## config.mk

```make
export PLATFORM = sky130hd
export DESIGN_NAME = leaf_out_arbiter
export DESIGN_NICKNAME = d
export VERILOG_FILES = /design/src/rtl/leaf_out_arbiter.sv
export SDC_FILE = /design/constraint.sdc
export NUM_CORES = 1
export LEC_CHECK = 0
export ABC_CLOCK_PERIOD_IN_PS = 2800
export CELL_PAD_IN_SITES_DETAIL_PLACEMENT = 1
export CELL_PAD_IN_SITES_GLOBAL_PLACEMENT = 1
export CORE_MARGIN = 2
export CORE_UTILIZATION = 28
export CTS_BUF_LIST = sky130_fd_sc_hd__clkbuf_8
export DETAILED_ROUTE_END_ITERATION = 7
export PLACE_DENSITY_LB_ADDON = 0.1
export SYNTH_ARGS = -nofsm -noshare
export SYNTH_HDL_FRONTEND = slang
export SYNTH_SLANG_ARGS = --single-unit
```

## constraint.sdc

```tcl
create_clock -name clk -period 2.8 [get_ports clk]
set_input_delay 0.56 -clock clk [delete_from_list [all_inputs] [get_ports clk]]
set_output_delay 0.56 -clock clk [all_outputs]
set_load 0.01 [all_outputs]
```

## src/rtl/leaf_out_arbiter.sv

```systemverilog
// Round-robin, burst-locked arbiter sharing one leaf_interface output stream among NUM_REQ requesters.
// Optional per-requester transfer counters are enabled by defining LEAF_OUT_ARBITER_STATS_EN.
module leaf_out_arbiter #(
  parameter int PAYLOAD_BITS = 32,
  parameter int NUM_REQ      = 4,
  parameter int BURST_LEN    = 16
) (
  input  logic                            clk,
  input  logic                            ap_rst_n,
  input  logic [NUM_REQ*PAYLOAD_BITS-1:0] din_user2arb,
  input  logic [NUM_REQ-1:0]              vld_user2arb,
  output logic [NUM_REQ-1:0]              ack_arb2user,
  output logic [PAYLOAD_BITS-1:0]         dout_arb2interface,
  output logic                            vld_arb2interface,
  input  logic                            ack_interface2arb,
  output logic [$clog2(NUM_REQ)-1:0]      grant_idx,
  output logic                            busy,
  input  logic [$clog2(NUM_REQ)-1:0]      stat_sel,
  output logic [31:0]                     stat_cnt
);

  localparam int IdxW  = $clog2(NUM_REQ);
  localparam int BeatW = (BURST_LEN > 1) ? $clog2(BURST_LEN) : 1;

  typedef enum logic {IDLE, GRANT} state_t;

  state_t                  state_q, state_d;
  logic [IdxW-1:0]         grant_q, grant_d;
  logic [BeatW-1:0]        beat_q, beat_d;
  logic [PAYLOAD_BITS-1:0] out_q, out_d;
  logic                    outVld_q, outVld_d;

  logic [PAYLOAD_BITS-1:0] lane [NUM_REQ];
  logic [IdxW-1:0]         cand;
  logic [IdxW-1:0]         pickIdx;
  logic                    pickFound;
  logic                    grantAck;
  logic                    userXfer;
  logic                    lastBeat;

  for (genvar i = 0; i < NUM_REQ; i++) begin : g_lane
    assign lane[i] = din_user2arb[i*PAYLOAD_BITS +: PAYLOAD_BITS];
  end

  // Search starts just after the last grant so the previous owner goes to the back of the line.
  always_comb begin
    pickFound = 1'b0;
    pickIdx   = grant_q;
    cand      = grant_q;
    for (int k = 1; k <= NUM_REQ; k++) begin
      cand = IdxW'((int'(grant_q) + k) % NUM_REQ);
      if (!pickFound && vld_user2arb[cand]) begin
        pickFound = 1'b1;
        pickIdx   = cand;
      end
    end
  end

  assign grantAck = (state_q == GRANT) && (!outVld_q || ack_interface2arb);
  assign userXfer = grantAck && vld_user2arb[grant_q];
  assign lastBeat = (beat_q == BeatW'(BURST_LEN - 1));

  always_comb begin
    ack_arb2user = '0;
    if (grantAck) ack_arb2user[grant_q] = 1'b1;
  end

  always_comb begin
    state_d  = state_q;
    grant_d  = grant_q;
    beat_d   = beat_q;
    out_d    = out_q;
    outVld_d = outVld_q;
    case (state_q)
      IDLE: begin
        if (pickFound) begin
          state_d = GRANT;
          grant_d = pickIdx;
          beat_d  = '0;
        end
      end
      GRANT: begin
        if (userXfer) begin
          beat_d = beat_q + 1'b1;
          if (lastBeat) state_d = IDLE;
        end else if (!vld_user2arb[grant_q]) begin
          state_d = IDLE;
        end
      end
      default: state_d = IDLE;
    endcase
    // A load in the same cycle as a drain keeps the stage full with the new word.
    if (userXfer) begin
      out_d    = lane[grant_q];
      outVld_d = 1'b1;
    end else if (outVld_q && ack_interface2arb) begin
      outVld_d = 1'b0;
    end
  end

  always_ff @(posedge clk or negedge ap_rst_n) begin
    if (!ap_rst_n) begin
      state_q  <= IDLE;
      grant_q  <= IdxW'(NUM_REQ - 1);
      beat_q   <= '0;
      out_q    <= '0;
      outVld_q <= 1'b0;
    end else begin
      state_q  <= state_d;
      grant_q  <= grant_d;
      beat_q   <= beat_d;
      out_q    <= out_d;
      outVld_q <= outVld_d;
    end
  end

  assign dout_arb2interface = out_q;
  assign vld_arb2interface  = outVld_q;
  assign grant_idx          = grant_q;
  assign busy               = (state_q == GRANT);

`ifdef LEAF_OUT_ARBITER_STATS_EN
  logic [31:0] cnt_q [NUM_REQ];
  logic [31:0] statCnt_q;

  always_ff @(posedge clk or negedge ap_rst_n) begin
    if (!ap_rst_n) begin
      for (int i = 0; i < NUM_REQ; i++) cnt_q[i] <= '0;
      statCnt_q <= '0;
    end else begin
      if (userXfer) cnt_q[grant_q] <= cnt_q[grant_q] + 32'd1;
      if (int'(stat_sel) < NUM_REQ) statCnt_q <= cnt_q[stat_sel];
      else                          statCnt_q <= '0;
    end
  end

  assign stat_cnt = statCnt_q;
`else
  logic unusedStatSel;
  assign unusedStatSel = ^stat_sel;
  assign stat_cnt      = '0;
`endif

endmodule
```

==> run_summary.xml <==
<?xml version="1.0" encoding="UTF-8"?>
<metrics>
  <group name="status">
    <metric name="outcome" unit="">finished clean</metric>
  </group>
  <group name="synthesis">
    <metric name="synthesized_instance_count" unit="">216</metric>
    <metric name="synth_flop_cell" unit="">sky130_fd_sc_hd__dfrtp_1</metric>
    <metric name="yosys-mux-area-fraction" unit="%">39.6</metric>
    <metric name="complex_gate_fraction_of_the_synthesized_area" unit="%">4.71</metric>
    <metric name="async_flop_share" unit="%">100</metric>
    <metric name="synth-edff-count" unit="">0</metric>
    <metric name="synth_cell_types" unit="">42</metric>
    <metric name="synth.yosys.seq_area_share" unit="%">35.0</metric>
    <metric name="synth-adder-area-share" unit="%">2.18</metric>
    <metric name="post_synth_instance_area" unit="um^2">2870</metric>
    <metric name="post_synth_xor_area_fraction" unit="%">0.305</metric>
    <metric name="postSynthAreaPerCell" unit="um^2">13.3</metric>
    <metric name="yosys_register_bits" unit="">40</metric>
    <metric name="yosys_warnings" unit="">0</metric>
    <metric name="synth-simple-area-share" unit="%">6.06</metric>
    <metric name="largest_family_of_logic_cells_by_synthesized_area" unit="">multiplexers</metric>
  </group>
  <group name="finish">
    <metric name="nNetsFinal" unit="">533</metric>
    <metric name="insertedDiodeCount" unit="">0</metric>
    <metric name="share_of_layout_cells_above_drive_strength_1" unit="%">14.0</metric>
    <metric name="flow.area_growth_from_synthesis" unit="%">64.6</metric>
    <metric name="fillCellCount" unit="">1038</metric>
    <metric name="finalCoreUtilization" unit="%">47.9</metric>
  </group>
  <group name="global_routing">
    <metric name="globalRouteOverflowTotal" unit="">0</metric>
    <metric name="grt_pass1_vias" unit="">2627</metric>
    <metric name="grt_pass1_wl" unit="um">14700</metric>
    <metric name="antenna_found_initial" unit="">0</metric>
    <metric name="grtUsageTotal" unit="%">17.0</metric>
    <metric name="maximum_number_of_pins_on_one_net_before_global_route_repair" unit="">41</metric>
  </group>
  <group name="cts">
    <metric name="hold_buffers" unit="">0</metric>
    <metric name="clock_tree.root_cell" unit="">sky130_fd_sc_hd__clkbuf_8</metric>
    <metric name="cts_max_level" unit="">2</metric>
    <metric name="clkLatencyLatePin" unit="ps">290</metric>
    <metric name="clk_pin_slew_worst_paths" unit="ps">80</metric>
    <metric name="clock_path_buffers" unit="">2</metric>
    <metric name="cts_resized" unit="">0</metric>
    <metric name="cts_post_setup_buffers_inserted" unit="">0</metric>
    <metric name="tritoncts_num_sinks" unit="">40</metric>
    <metric name="cts_made_buffers" unit="">5</metric>
    <metric name="cts_tree" unit="">done</metric>
  </group>
  <group name="placed_design">
    <metric name="finalWeightedCongestion" unit="">0.758</metric>
    <metric name="io_buffer_count" unit="">174</metric>
    <metric name="dpl.hpwl" unit="um">7550</metric>
  </group>
  <group name="setup_path">
    <metric name="worst-path-max-fanout" unit="">8</metric>
    <metric name="timing.critical_path.to_type" unit="">output pin</metric>
    <metric name="critPathArrivalTime" unit="ps">2050</metric>
    <metric name="start_kind" unit="">input pin</metric>
    <metric name="worstPathRequired" unit="ps">2240</metric>
    <metric name="critPathKind" unit="">input pin to output pin</metric>
    <metric name="worstRegToRegCells" unit="">5</metric>
  </group>
  <group name="sta">
    <metric name="maxSlewHeadroom" unit="%">39.0</metric>
    <metric name="finalHoldViolCount" unit="">0</metric>
    <metric name="tightest_slew" unit="ps">915</metric>
    <metric name="final_min_period_over_clock_period" unit="%">93.2</metric>
    <metric name="finalWorstPathRequiredPeriod" unit="ps">2610</metric>
    <metric name="slew_viol_final" unit="">0</metric>
    <metric name="rsz0062_at_grt" unit="">no</metric>
    <metric name="timing.fmax" unit="GHz">0.383</metric>
    <metric name="final.setup_skew" unit="ps">5.69</metric>
    <metric name="finalSetupViolCount" unit="">0</metric>
    <metric name="fin_tns_setup" unit="ps">0</metric>
  </group>
  <group name="power_and_ir_drop">
    <metric name="max_vdd_drop" unit="uV">355</metric>
    <metric name="power_density" unit="nW/um^2">873</metric>
    <metric name="p_leak" unit="nW">1.90</metric>
  </group>
  <group name="floorplanning">
    <metric name="design.core.area" unit="um^2">9860</metric>
    <metric name="boundaryPins" unit="">209</metric>
    <metric name="die_width" unit="um">105</metric>
    <metric name="initial_cell_density_of_the_core" unit="%">29.1</metric>
    <metric name="dieArea" unit="um^2">11100</metric>
    <metric name="standard_cell_row_count" unit="">36</metric>
    <metric name="die_height" unit="um">105</metric>
  </group>
  <group name="detailed_routing">
    <metric name="totalWireLength" unit="um">9380</metric>
    <metric name="drt-vias-per-instance" unit="">4.61</metric>
    <metric name="routed_wire_length_per_instance" unit="um">17.9</metric>
    <metric name="drc" unit="">0</metric>
    <metric name="drt_initial_violations" unit="">60</metric>
    <metric name="via_count" unit="">2419</metric>
    <metric name="ant_nets" unit="">0</metric>
    <metric name="drt_pass1_iterations" unit="">2</metric>
  </group>
  <group name="min_path">
    <metric name="class_of_the_most_critical_hold_timing_path" unit="">input pin to asynchronous set/reset pin</metric>
  </group>
  <group name="flow_run">
    <metric name="drv_cap" unit="">0</metric>
  </group>
</metrics>
[path summary, 6_finish.rpt]
kind	start	to	slack, ps
max reg2reg	grant_idx[0]	beat_q[2]	730
max in group asynchronous	ap_rst_n	busy	1830
min in group clk	dout_arb2interface[9]	dout_arb2interface[9]	490
min reg2reg	dout_arb2interface[9]	dout_arb2interface[9]	490
max	ack_interface2arb	ack_arb2user[0]	190
min	ap_rst_n	dout_arb2interface[28]	400
[cell families (layout without fill, tap and decap cells)]
kind of cell,after synthesis,in the layout
fa+ha+maj,5,5
buf+inv,49,194
flops,40,40
compound gates,18,18
other cells,1,32
mux,69,69
xor+xnor,1,1
simple gates,33,33
[metrics by stage]
stage / hold WS, ps / area (um^2) / power [mW] / worst slack [ps] / instances
6_report: 398 / 4730 / 4.13 / 192 / 525
3_3_place_gp: 474 / 4620 / 3.68 / 240 / 517
4_1_cts: 444 / 4730 / 4.21 / 147 / 525
5_1_grt: 472 / 4730 / 4.44 / 80.2 / 525
2_1_floorplan: 264 / 2990 / 2.64 / 906 / 247
3_5_place_dp: 481 / 4620 / 3.72 / 209 / 517
[worst max-delay path: stages]
cell,delay [ps]
sky130_fd_sc_hd__clkdlybuf4s50_1,450
sky130_fd_sc_hd__nand2b_1,270
sky130_fd_sc_hd__and3_1,210
sky130_fd_sc_hd__clkdlybuf4s50_1,550
[area by class of cell]
cell class	count	area [um^2]	area share [%]
timing repair buffer	182	1800	38.0
multi-input combinational	158	1640	34.6
sequential	40	1000	21.2
tap	133	166	3.52
clock buffer	5	68.8	1.46
clock inverter	3	38.8	0.821
inverter	4	15.0	0.318
[synth_stat cells, drive strengths merged, types with 2 or more instances]
library cell | n | share of area (%)
ha | 5 | 2.2
nand3 | 4 | 0.70
nor2 | 6 | 0.78
dfstp | 2 | 1.8
and3 | 4 | 0.87
or4 | 2 | 0.52
o211ai | 2 | 0.52
buf | 44 | 11
and2 | 2 | 0.44
mux2 | 33 | 13
inv | 4 | 0.52
mux4 | 32 | 25
dfrtp | 38 | 33
mux2i | 4 | 1.4
a211oi | 2 | 0.52
nand2 | 9 | 1.3
o21bai | 2 | 0.52
a21oi | 2 | 0.35
[cell usage in the layout (no fill, tap or decap), drive strengths merged, types with 2 or more instances in the layout]
master	n
a21oi	2
dfrtp	38
inv	5
nor2	6
clkbuf	5
and2	2
nand2	9
ha	5
nand3	4
mux4	32
conb	32
dfstp	2
clkdlybuf4s50	173
o211ai	2
buf	9
o21bai	2
or4	2
mux2i	4
and3	4
a211oi	2
mux2	33
[metal layers]
metal	GRT usage, %	up-vias	routed length [um]
li1	-	1108	-
met1	20.9	1191	3850
met2	28.6	114	4470
met3	6.37	6	980
met4	3.43	0	80
met5	0	-	0
[power breakdown]
part / internal (mW) / switching [mW]
clock: 0.261 / 0.210
sequential: 0.888 / 0.179
combinational: 1.51 / 1.09
total: 2.65 / 1.47
[flip-flops by register name (all words and copies together) (netlist names)]
signal,cells
grant_idx,2
beat_q,4
vld_arb2interface,1
busy,1
dout_arb2interface,32
Note: power is estimated with default switching activity, not from simulation.
